**src/rtl/conv_sequencer_pkg.sv**
```systemverilog
// rtl/conv_sequencer_pkg.sv - shared types and sizing helpers for the convolution sequencer
package conv_sequencer_pkg;

  localparam int DATA_WIDTH = 16;
  typedef logic [DATA_WIDTH-1:0] data_t;

  typedef enum logic [2:0] {
    ST_IDLE,
    ST_CLEAR,
    ST_LOAD_K,
    ST_LOAD_M,
    ST_COMPUTE,
    ST_DRAIN
  } conv_seq_state_t;

  typedef struct packed {
    logic  last;
    data_t data;
  } fifo_entry_t;

  function automatic int kwords(input int conv_dim);
    return conv_dim * conv_dim;
  endfunction

  function automatic int mwords(input int matrix_dim);
    return matrix_dim * matrix_dim;
  endfunction

endpackage

```
**src/rtl/result_fifo.sv**
```systemverilog
// rtl/result_fifo.sv - synchronous FIFO with registered storage; a pop frees a slot for a same-cycle push
module result_fifo #(
  parameter int  DEPTH   = 4,
  parameter type entry_t = logic [7:0]
) (
  input  logic   clk,
  input  logic   rst,
  input  logic   push,
  input  entry_t push_data,
  input  logic   pop,
  output entry_t head,
  output logic   full,
  output logic   empty
);

  localparam int AW = $clog2(DEPTH);

  entry_t        mem [DEPTH];
  logic [AW-1:0] wr_ptr;
  logic [AW-1:0] rd_ptr;
  logic [AW:0]   count;
  logic          do_pop;
  logic          do_push;

  assign empty   = (count == '0);
  assign full    = (count == (AW+1)'(DEPTH));
  assign do_pop  = pop && !empty;
  assign do_push = push && (!full || do_pop);
  assign head    = mem[rd_ptr];

  always_ff @(posedge clk) begin
    if (rst) begin
      wr_ptr <= '0;
      rd_ptr <= '0;
      count  <= '0;
      for (int i = 0; i < DEPTH; i++) mem[i] <= '0;
    end else begin
      if (do_push) begin
        mem[wr_ptr] <= push_data;
        wr_ptr      <= wr_ptr + 1'b1;
      end
      if (do_pop) rd_ptr <= rd_ptr + 1'b1;
      case ({do_push, do_pop})
        2'b10:   count <= count + 1'b1;
        2'b01:   count <= count - 1'b1;
        default: count <= count;
      endcase
    end
  end

endmodule

```
**src/rtl/conv_sequencer.sv**
```systemverilog
// rtl/conv_sequencer.sv - loads kernel/matrix into the engine, collects results into a FIFO
// Defining CONV_SEQ_PERF_EN adds the 'cycles' output counting COMPUTE cycles per job.
module conv_sequencer
  import conv_sequencer_pkg::*;
#(
  parameter int MATRIX_DIM   = 16,
  parameter int CONV_DIM     = 3,
  parameter int RESULT_DEPTH = 4
) (
  input  logic        clk,
  input  logic        rst,
  input  logic        start,
  input  logic        in_valid,
  output logic        in_ready,
  input  data_t       in_data,
  output logic        out_valid,
  input  logic        out_ready,
  output data_t       out_data,
  output logic        out_last,
  output logic        busy,
  output logic        overflow,
  output logic        tpu_rst,
  output logic        tpu_insert_kernal,
  output logic        tpu_write_mode,
  output logic        tpu_write,
  output logic        tpu_ready,
  output data_t       tpu_data_in,
  input  logic        tpu_done,
  input  data_t       tpu_data_out
`ifdef CONV_SEQ_PERF_EN
  ,
  output logic [31:0] cycles
`endif
);

  localparam int KW   = kwords(CONV_DIM);
  localparam int MW   = mwords(MATRIX_DIM);
  localparam int NRES = MW;
  localparam int CW   = $clog2(MW) + 1;

  conv_seq_state_t state;
  logic [CW-1:0]   in_cnt;
  logic [CW-1:0]   res_cnt;
  logic            loading;
  logic            accept;
  logic            push;
  logic            pop_hs;
  logic            fifo_full;
  logic            fifo_empty;
  fifo_entry_t     push_entry;
  fifo_entry_t     head;

  // Engine controls are forced low while rst is held, whatever the state register says.
  assign loading           = (state == ST_LOAD_K || state == ST_LOAD_M) && !rst;
  assign in_ready          = loading;
  assign accept            = in_valid && loading;
  assign tpu_data_in       = in_data;
  assign tpu_rst           = rst || (state == ST_CLEAR);
  assign tpu_write_mode    = loading;
  assign tpu_write         = accept;
  assign tpu_insert_kernal = (state == ST_LOAD_K) && !rst;
  assign tpu_ready         = (loading || state == ST_COMPUTE) && !rst;
  assign busy              = (state != ST_IDLE);

  assign out_valid = !fifo_empty;
  assign out_data  = head.data;
  assign out_last  = head.last && !fifo_empty;
  assign pop_hs    = out_valid && out_ready;
  assign push      = (state == ST_COMPUTE) && tpu_done;

  assign push_entry.last = (res_cnt == CW'(NRES - 1));
  assign push_entry.data = tpu_data_out;

  result_fifo #(
    .DEPTH   (RESULT_DEPTH),
    .entry_t (fifo_entry_t)
  ) u_result_fifo (
    .clk       (clk),
    .rst       (rst),
    .push      (push),
    .push_data (push_entry),
    .pop       (pop_hs),
    .head      (head),
    .full      (fifo_full),
    .empty     (fifo_empty)
  );

  always_ff @(posedge clk) begin
    if (rst) begin
      state    <= ST_IDLE;
      in_cnt   <= '0;
      res_cnt  <= '0;
      overflow <= 1'b0;
    end else begin
      case (state)
        ST_IDLE: begin
          if (start) begin
            state    <= ST_CLEAR;
            in_cnt   <= '0;
            res_cnt  <= '0;
            overflow <= 1'b0;
          end
        end
        ST_CLEAR: state <= ST_LOAD_K;
        ST_LOAD_K: begin
          if (accept) begin
            if (in_cnt == CW'(KW - 1)) begin
              state  <= ST_LOAD_M;
              in_cnt <= '0;
            end else begin
              in_cnt <= in_cnt + 1'b1;
            end
          end
        end
        ST_LOAD_M: begin
          if (accept) begin
            if (in_cnt == CW'(MW - 1)) begin
              state  <= ST_COMPUTE;
              in_cnt <= '0;
            end else begin
              in_cnt <= in_cnt + 1'b1;
            end
          end
        end
        ST_COMPUTE: begin
          // A full FIFO only takes the result if the head leaves in the same cycle.
          if (tpu_done) begin
            if (fifo_full && !pop_hs) overflow <= 1'b1;
            if (res_cnt == CW'(NRES - 1)) state <= ST_DRAIN;
            res_cnt <= res_cnt + 1'b1;
          end
        end
        ST_DRAIN: begin
          if (fifo_empty) state <= ST_IDLE;
        end
        default: state <= ST_IDLE;
      endcase
    end
  end

`ifdef CONV_SEQ_PERF_EN
  always_ff @(posedge clk) begin
    if (rst || state == ST_CLEAR) begin
      cycles <= '0;
    end else if (state == ST_COMPUTE && cycles != '1) begin
      cycles <= cycles + 1'b1;
    end
  end
`endif

endmodule

```
**config.mk**
```make
export PLATFORM = sky130hd
export DESIGN_NAME = conv_sequencer
export DESIGN_NICKNAME = d
export VERILOG_FILES = /design/src/rtl/conv_sequencer_pkg.sv /design/src/rtl/result_fifo.sv /design/src/rtl/conv_sequencer.sv
export SDC_FILE = /design/constraint.sdc
export NUM_CORES = 1
export LEC_CHECK = 0
export BUFFER_PORTS_ARGS = -buffer_cell sky130_fd_sc_hd__buf_4
export CAP_MARGIN = 20
export CORE_MARGIN = 2
export CORE_UTILIZATION = 50
export DETAILED_ROUTE_END_ITERATION = 10
export PLACE_DENSITY = 0.72
export SLEW_MARGIN = 5
export SYNTH_ARGS = -nofsm -noshare
export SYNTH_HDL_FRONTEND = slang
export SYNTH_SLANG_ARGS = --single-unit
```
**constraint.sdc**
```tcl
create_clock -name clk -period 2.6 [get_ports clk]
set_input_delay 0.13 -clock clk [delete_from_list [all_inputs] [get_ports clk]]
set_output_delay 0.13 -clock clk [all_outputs]
set_load 0.05 [all_outputs]
```
After elaboration in Yosys (flattened, before gate mapping)
Memories as Yosys holds them, arrays and structs flattened. A register that Yosys moved wholly into a read port is not among the register bits.
Cells that the tools add are included.

word-level totals
  register bits after elaboration = 29
  bits in latches = 0
  memory bits (writable) = 68
  ROM bits = 0
  bits of input ports = 38
  output and inout bits = 42
  memories = 1

operators by class
  add/sub/neg operators = 6
  multiply operators = 0
  div/mod/pow operators = 0
  $lt $le $gt $ge = 0
  equal/unequal tests = 20
  shift-type cells = 0
  multiplexer cells = 32
  bitwise gates (word level) = 0
  reduce and logical (&&, ||, !) cells = 29

memory list
  memory             words  width  read ports  clocked after memory_dff  wr ports  RTL line           text
  u_result_fifo.mem  4      17     1           1                         4         result_fifo.sv:18  entry_t mem [DEPTH];

operators with widths
  kind                 count
  $mux 9               6
  $pmux 9 s3           1
  $mux 3               8
  $add 9x1->9 const B  2
  $eq 9x8->1 const B   2
  $pmux 3 s6           1
  $pmux 9 s2           1
  $mux 17              1
  $reduce_or 17->1     1
  $logic_and 1x1->1    10
  $ne 2x1->1 const B   5
  $eq 3x3->1 const B   3
  $eq 9x4->1 const B   1
  $mux 1               9
  $ne 2x2->1 const B   4
  $reduce_and 4->1     2
  $reduce_and 8->1     1
  $eq 3x2->1 const B   2
  $logic_not 3->1      2
  $mux 2               3
  $pmux 3 s2           1
  $reduce_bool 3->1    2
  $add 2x1->2 const B  2
  $logic_not 1->1      4
  9 further kinds      13

Depth between registers and ports, before layout
  word-level depth = 11
  depth in mapped cells = 11
  mapped depth without buffers = 10

By module
A second synthesis with hierarchy kept.

second synthesis, totals
  cell total of the unflattened synthesis = 390
  area, all modules = 4,855.9 µm²

modules (own cells, without submodules)
  module          times used  cells an instance  area each (µm²)
  result_fifo     1           219                3,439.5
  conv_sequencer  1           171                1,416.4

Worst setup path after synthesis
OpenSTA, ideal clock, no wires.

  path type = reg2reg
  start point = reg u_result_fifo.count[0]
  end point = reg u_result_fifo.count[2]
  library setup time = 0.070 ns
  arrival = 2.402 ns
  required time = 2.530 ns
  slack = 0.127 ns
  cell stages (with the launch flop) = 10
  buffers on the path = 1
  period minus slack after synthesis = 2.473 ns
  cells stage by stage = dfxtp_1 or3_1 clkbuf_1 and2_1 ha_1 inv_1 fa_1 xor2_1 or3_1 a21oi_1

on the way
  word-level cells in the longest chain between the ends = 8

RTL lines
  item                                             RTL line              text
  start, declared                                  result_fifo.sv:21     logic [AW:0] count;
  start signal, assigned                           result_fifo.sv:44     2'b10: count <= count + 1'b1;
  start signal, assigned                           result_fifo.sv:45     2'b01: count <= count - 1'b1;
  start signal, assigned                           result_fifo.sv:46     default: count <= count;
  $logic_not 3->1 (*)                              result_fifo.sv:25     assign empty = (count == '0);
  $logic_not 1->1 (*)                              conv_sequencer.sv:65  assign out_valid = !fifo_empty;
  via out_valid                                    conv_sequencer.sv:16  output logic out_valid,
  $logic_and 1x1->1                                conv_sequencer.sv:68  assign pop_hs = out_valid && out_ready;
  $logic_and 1x1->1 (*)                            result_fifo.sv:27     assign do_pop = pop && !empty;
  via u_result_fifo.do_pop                         result_fifo.sv:22     logic do_pop;
  $logic_or 1x1->1                                 result_fifo.sv:28     assign do_push = push && (!full || do_pop);
  $logic_and 1x1->1                                result_fifo.sv:28
  $eq 2x1->1 or $eq 2x2->1 (tied branches)         result_fifo.sv:43     case ({do_push, do_pop})
  $pmux 3 s2 or $reduce_bool 2->1 (tied branches)  -

The timed path passes the listed nets; every way through them passes the cells marked *.
A chain may end at the register's enable or synchronous reset.

Worst setup path after layout
  start point = reg u_result_fifo.count[0]
  end point = reg u_result_fifo.count[2]

on the way
  word-level cells in the longest chain between the ends = 8

RTL lines
  item                                             RTL line
  $logic_not 3->1                                  result_fifo.sv:25
  $logic_not 1->1                                  result_fifo.sv:27, conv_sequencer.sv:65
  $logic_and 1x1->1                                conv_sequencer.sv:68
  $logic_and 1x1->1                                result_fifo.sv:27
  $logic_or 1x1->1                                 result_fifo.sv:28
  $logic_and 1x1->1                                result_fifo.sv:28
  $eq 2x1->1 or $eq 2x2->1 (tied branches)         result_fifo.sv:43
  $pmux 3 s2 or $reduce_bool 2->1 (tied branches)  -

Parallel ways exist; a longest one is shown, timed or not.

==> results.rst <==
.. list-table::
   :header-rows: 1

   * - Metric
     - Value
   * - Weighted congestion at the end of routability-driven global placement
     - 0.774
   * - CP Launch Point
     - u_result_fifo.count[0]$_SDFFE_PP0P_
   * - Routed len/inst
     - 15.9 um
   * - Chip Height
     - about 100 um
   * - Dominant cell type by area after synthesis
     - edfxtp_1
   * - Number of global-route vias before repair
     - 2,928
   * - Number of vias in the routed layout
     - about 3,000
   * - Area Growth Syn to Fin
     - 12.2%
   * - Worst Hold Slack
     - 44.0 ps
   * - Post-synthesis cell type count
     - 48
   * - Number of sinks handled by clock tree synthesis
     - 99
   * - Total Negative Setup Slacks
     - 0 ps
   * - RSZ-0062 raised after global routing
     - false
   * - Post-Place Cells
     - roughly 540
   * - Top area cells in the synthesized netlist
     - edfxtp_1 (43%), dfxtp_1 (13%), and2_1 (9.5%)
   * - Max Root-Sink Buffers
     - 2
   * - Async set-reset flop share out of synthesis
     - 0%
   * - Area taken by flip-flops and latches
     - between 0.002 and 0.003 sq mm
   * - 1st-pass router iterations
     - 4
   * - Required arrival time at the worst endpoint
     - 2900 ps
   * - Wire length of the first global-routing pass
     - 14,100 um
   * - Setup repair bufs after CTS
     - 0
   * - Critical path endpoint category
     - flop
   * - Power density normalized to cell area
     - 542 mW/mm^2
   * - List of cells traversed by the critical path
     - or4b_1, nand2_1, ha_1, inv_1, fa_1, xor2_1, or3_1, a21oi_1
   * - Final number of setup-violating endpoints
     - 0
   * - Num ports
     - 80
   * - Critical Path Fanout Max
     - 5
   * - Total of hold buffers inserted after clock tree synthesis
     - 0
   * - Total of warnings raised by yosys
     - 0
   * - Endpoint of the worst-slack reg-to-reg timing path
     - u_result_fifo.count[2]$_SDFFE_PP0P_
   * - Depth of the worst register-to-register path
     - 8
   * - Root Buffer
     - clkbuf_8
   * - Worst slew margin relative to its limit
     - 40.8%
   * - Net count after synthesis
     - 434
   * - Final antenna diode count
     - 0
   * - Port bufs
     - 47
   * - Delay of the slowest cell on the worst path
     - 580 ps
   * - Post-synthesis instance area
     - 0.00476 sq mm
   * - Reg-to-reg critical path startpoint
     - u_result_fifo.count[0]$_SDFFE_PP0P_
   * - Max H-tree Level
     - 3
   * - Initial core utilization
     - 51.5%
   * - Critical path capture point
     - u_result_fifo.count[2]$_SDFFE_PP0P_
   * - Count of routing violations after the opening detailed-route iteration
     - 82
   * - Total of fill cells in the finished design
     - around 770
   * - Hold Vio Cnt, Final
     - 0
   * - Final worst path period need
     - 2430 ps
   * - Max-capacitance violation count
     - 0
   * - Number of antenna violations at the first check in global routing
     - 0
   * - Share of layout cells above drive strength 1
     - between 20% and 30%
   * - Synth Flop Type
     - edfxtp_1
   * - Aggregate global-route resource usage
     - 18.1%
   * - Critical path type
     - reg -> reg
   * - CTS clk-pin slew, worst paths
     - 110 ps
   * - Area inside the core boundary
     - 0.00924 sq mm
   * - Worst reg2reg setup slack
     - 170 ps
   * - Class of the most critical hold timing path
     - in -> reg
   * - Standby leakage power
     - 1.93 nW
   * - DIE WIDTH
     - 102 um
   * - IR drop worst, VDD
     - 242 uV
   * - Post-synthesis sequential area ratio
     - 56.0%
   * - Area taken by multi-input logic gates
     - between 0.0015 and 0.002 sq mm
   * - Layout Cells excl Fill
     - approximately 550
   * - Aggregate global routing overflow
     - 0
   * - Post-Route WL
     - 8790 um
   * - Final nets
     - 466
   * - DRC Markers
     - 0
   * - Overall power consumption
     - 2.90 mW
   * - Top-area cell type share of the netlist area
     - between 40% and 50%
   * - Syn Area/Cell
     - 12.3 sq um
   * - Maximum number of pins on one net before global-route repair
     - 37
   * - Final cycle utilization of the critical path
     - about 93%
   * - CTS tree
     - yes
   * - Post-cts sizing count
     - 0
   * - Highest attainable clock frequency
     - 411 MHz
   * - Core Rows
     - 35
   * - Die area
     - 0.0103 sq mm
   * - Run status
     - complete, no violations
   * - Vias/cell
     - ~5.4
   * - CP Data Arrival Time
     - 2730 ps
   * - Synthesized instance count
     - ~390
   * - Source-to-sink clock delay at the later pin of the worst-skew pair
     - 370 ps
   * - Setup clock skew after layout
     - 22.6 ps
   * - CTS Buf Count
     - 9
   * - Worst-path cell with the longest stage delay
     - or4b_1
   * - Count of antenna-violating nets left after detailed routing
     - 0
   * - HPWL after detailed placement
     - a little under 6000 um
   * - FF+latch count, synth
     - 99
   * - Final Slew Violations
     - 0
   * - Number of enable-type register cells in the synthesized netlist
     - 68
   * - Worst Setup Start Kind
     - flop
   * - Worst-margin pin slew
     - 888 ps
==> placed cells by master, fill, tap and decap left out, drive strengths merged, types with 7 or more instances in the layout <==
cell	instances
a21oi	12
mux4	17
inv	11
nand3	13
nand2	16
clkbuf	9
xnor2	7
and2	72
edfxtp	68
nand2b	10
dfxtp	31
buf	58
ha	7
nor2	23
==> power breakdown <==
group	internal, mW	switching [mW]
clock	0.363	0.572
sequential	1.71	0.0107
combinational	0.0820	0.154
==> stage by stage <==
stage / worst slack [ps] / instance area (sq um) / util [%]
2_1_floorplan: 127 / 4760 / -
5_1_grt: 74.8 / 5340 / 57.8
3_5_place_dp: 162 / 5150 / 55.8
4_1_cts: 158 / 5340 / 57.8
3_3_place_gp: 250 / 5150 / 55.8
6_report: 169 / 5340 / 57.8
==> cell type report <==
cell class	count	area share, %
sequential	99	49.9
multi-input combinational	243	34.6
timing repair buffer	58	8.39
tap	129	3.02
clock buffer	9	2.32
clock inverter	7	1.17
inverter	9	0.633
==> synthesized netlist by cell type (3+ instances only) <==
library cell and number:
ha_1 7, nor3_1 3, nor4b_1 4, mux4_2 17, nand3_1 13, buf_4 17, xnor2_1 7, clkbuf_1 16
edfxtp_1 68, dfxtp_1 31, o21ai_0 3, xor2_1 5, nand4b_1 3, inv_1 9, o21bai_1 4, nand2_1 16
nor2_1 23, or3_1 3, buf_2 3, a31oi_1 5, and2_1 72, nor4_1 4, nand2b_1 10, a21oi_1 12
==> how the worst min path moves through the flow <==
stage,from,endpoint,cells after the start
3_5_place_dp,in_data[12],tpu_data_in[12],0
6_report,tpu_data_out[15],u_result_fifo.mem[0][15]$_SDFFCE_PN0P_,2
3_3_place_gp,in_data[12],tpu_data_in[12],0
5_1_grt,tpu_data_out[14],u_result_fifo.mem[0][14]$_SDFFCE_PN0P_,2
2_1_floorplan,tpu_data_out[0],u_result_fifo.mem[0][0]$_SDFFCE_PN0P_,1
4_1_cts,tpu_data_out[15],u_result_fifo.mem[0][15]$_SDFFCE_PN0P_,2
==> worst max-delay path, delay by kind of cell (launching register included) <==
family          cells  cell delay, ps
xor+xnor            1             150
simple gates        3            1080
fa+ha+maj           2             580
flops               1             360
buf+inv             1              60
compound gates      1             140
==> flip-flops by register name (all words and copies together), names as in the netlist, named ones only <==
register / cells
in_cnt: 9
state: 3
overflow: 1
u_result_fifo.count: 3
u_result_fifo.mem: 68
u_result_fifo.wr_ptr: 2
u_result_fifo.rd_ptr: 2
res_cnt: 9
==> metal layers <==
layer  global-route usage (%)  vias up  routed length [um]
li1                         -     1441                   -
met1                     21.5     1461                3690
met2                     31.6       69                4570
met3                     3.17       25                 333
met4                     8.63        0                 200
met5                        0        -                   0
==> cells by family (layout without fill, tap and decap cells) <==
group                    count (synthesis)  in the layout  synth area share [%]
adder cells (fa/ha/maj)                  8              8                  2.26
AO/OA/AOI/OAI                           33             33                  4.45
buffers and inverters                   46             83                  5.21
multiplexers                            18             18                  8.26
flip-flops                              99             99                  56.0
AND/OR/NAND/NOR                        172            172                  21.6
XOR/XNOR                                12             12                  2.21
No activity file was read; power rests on OpenSTA's default activity.
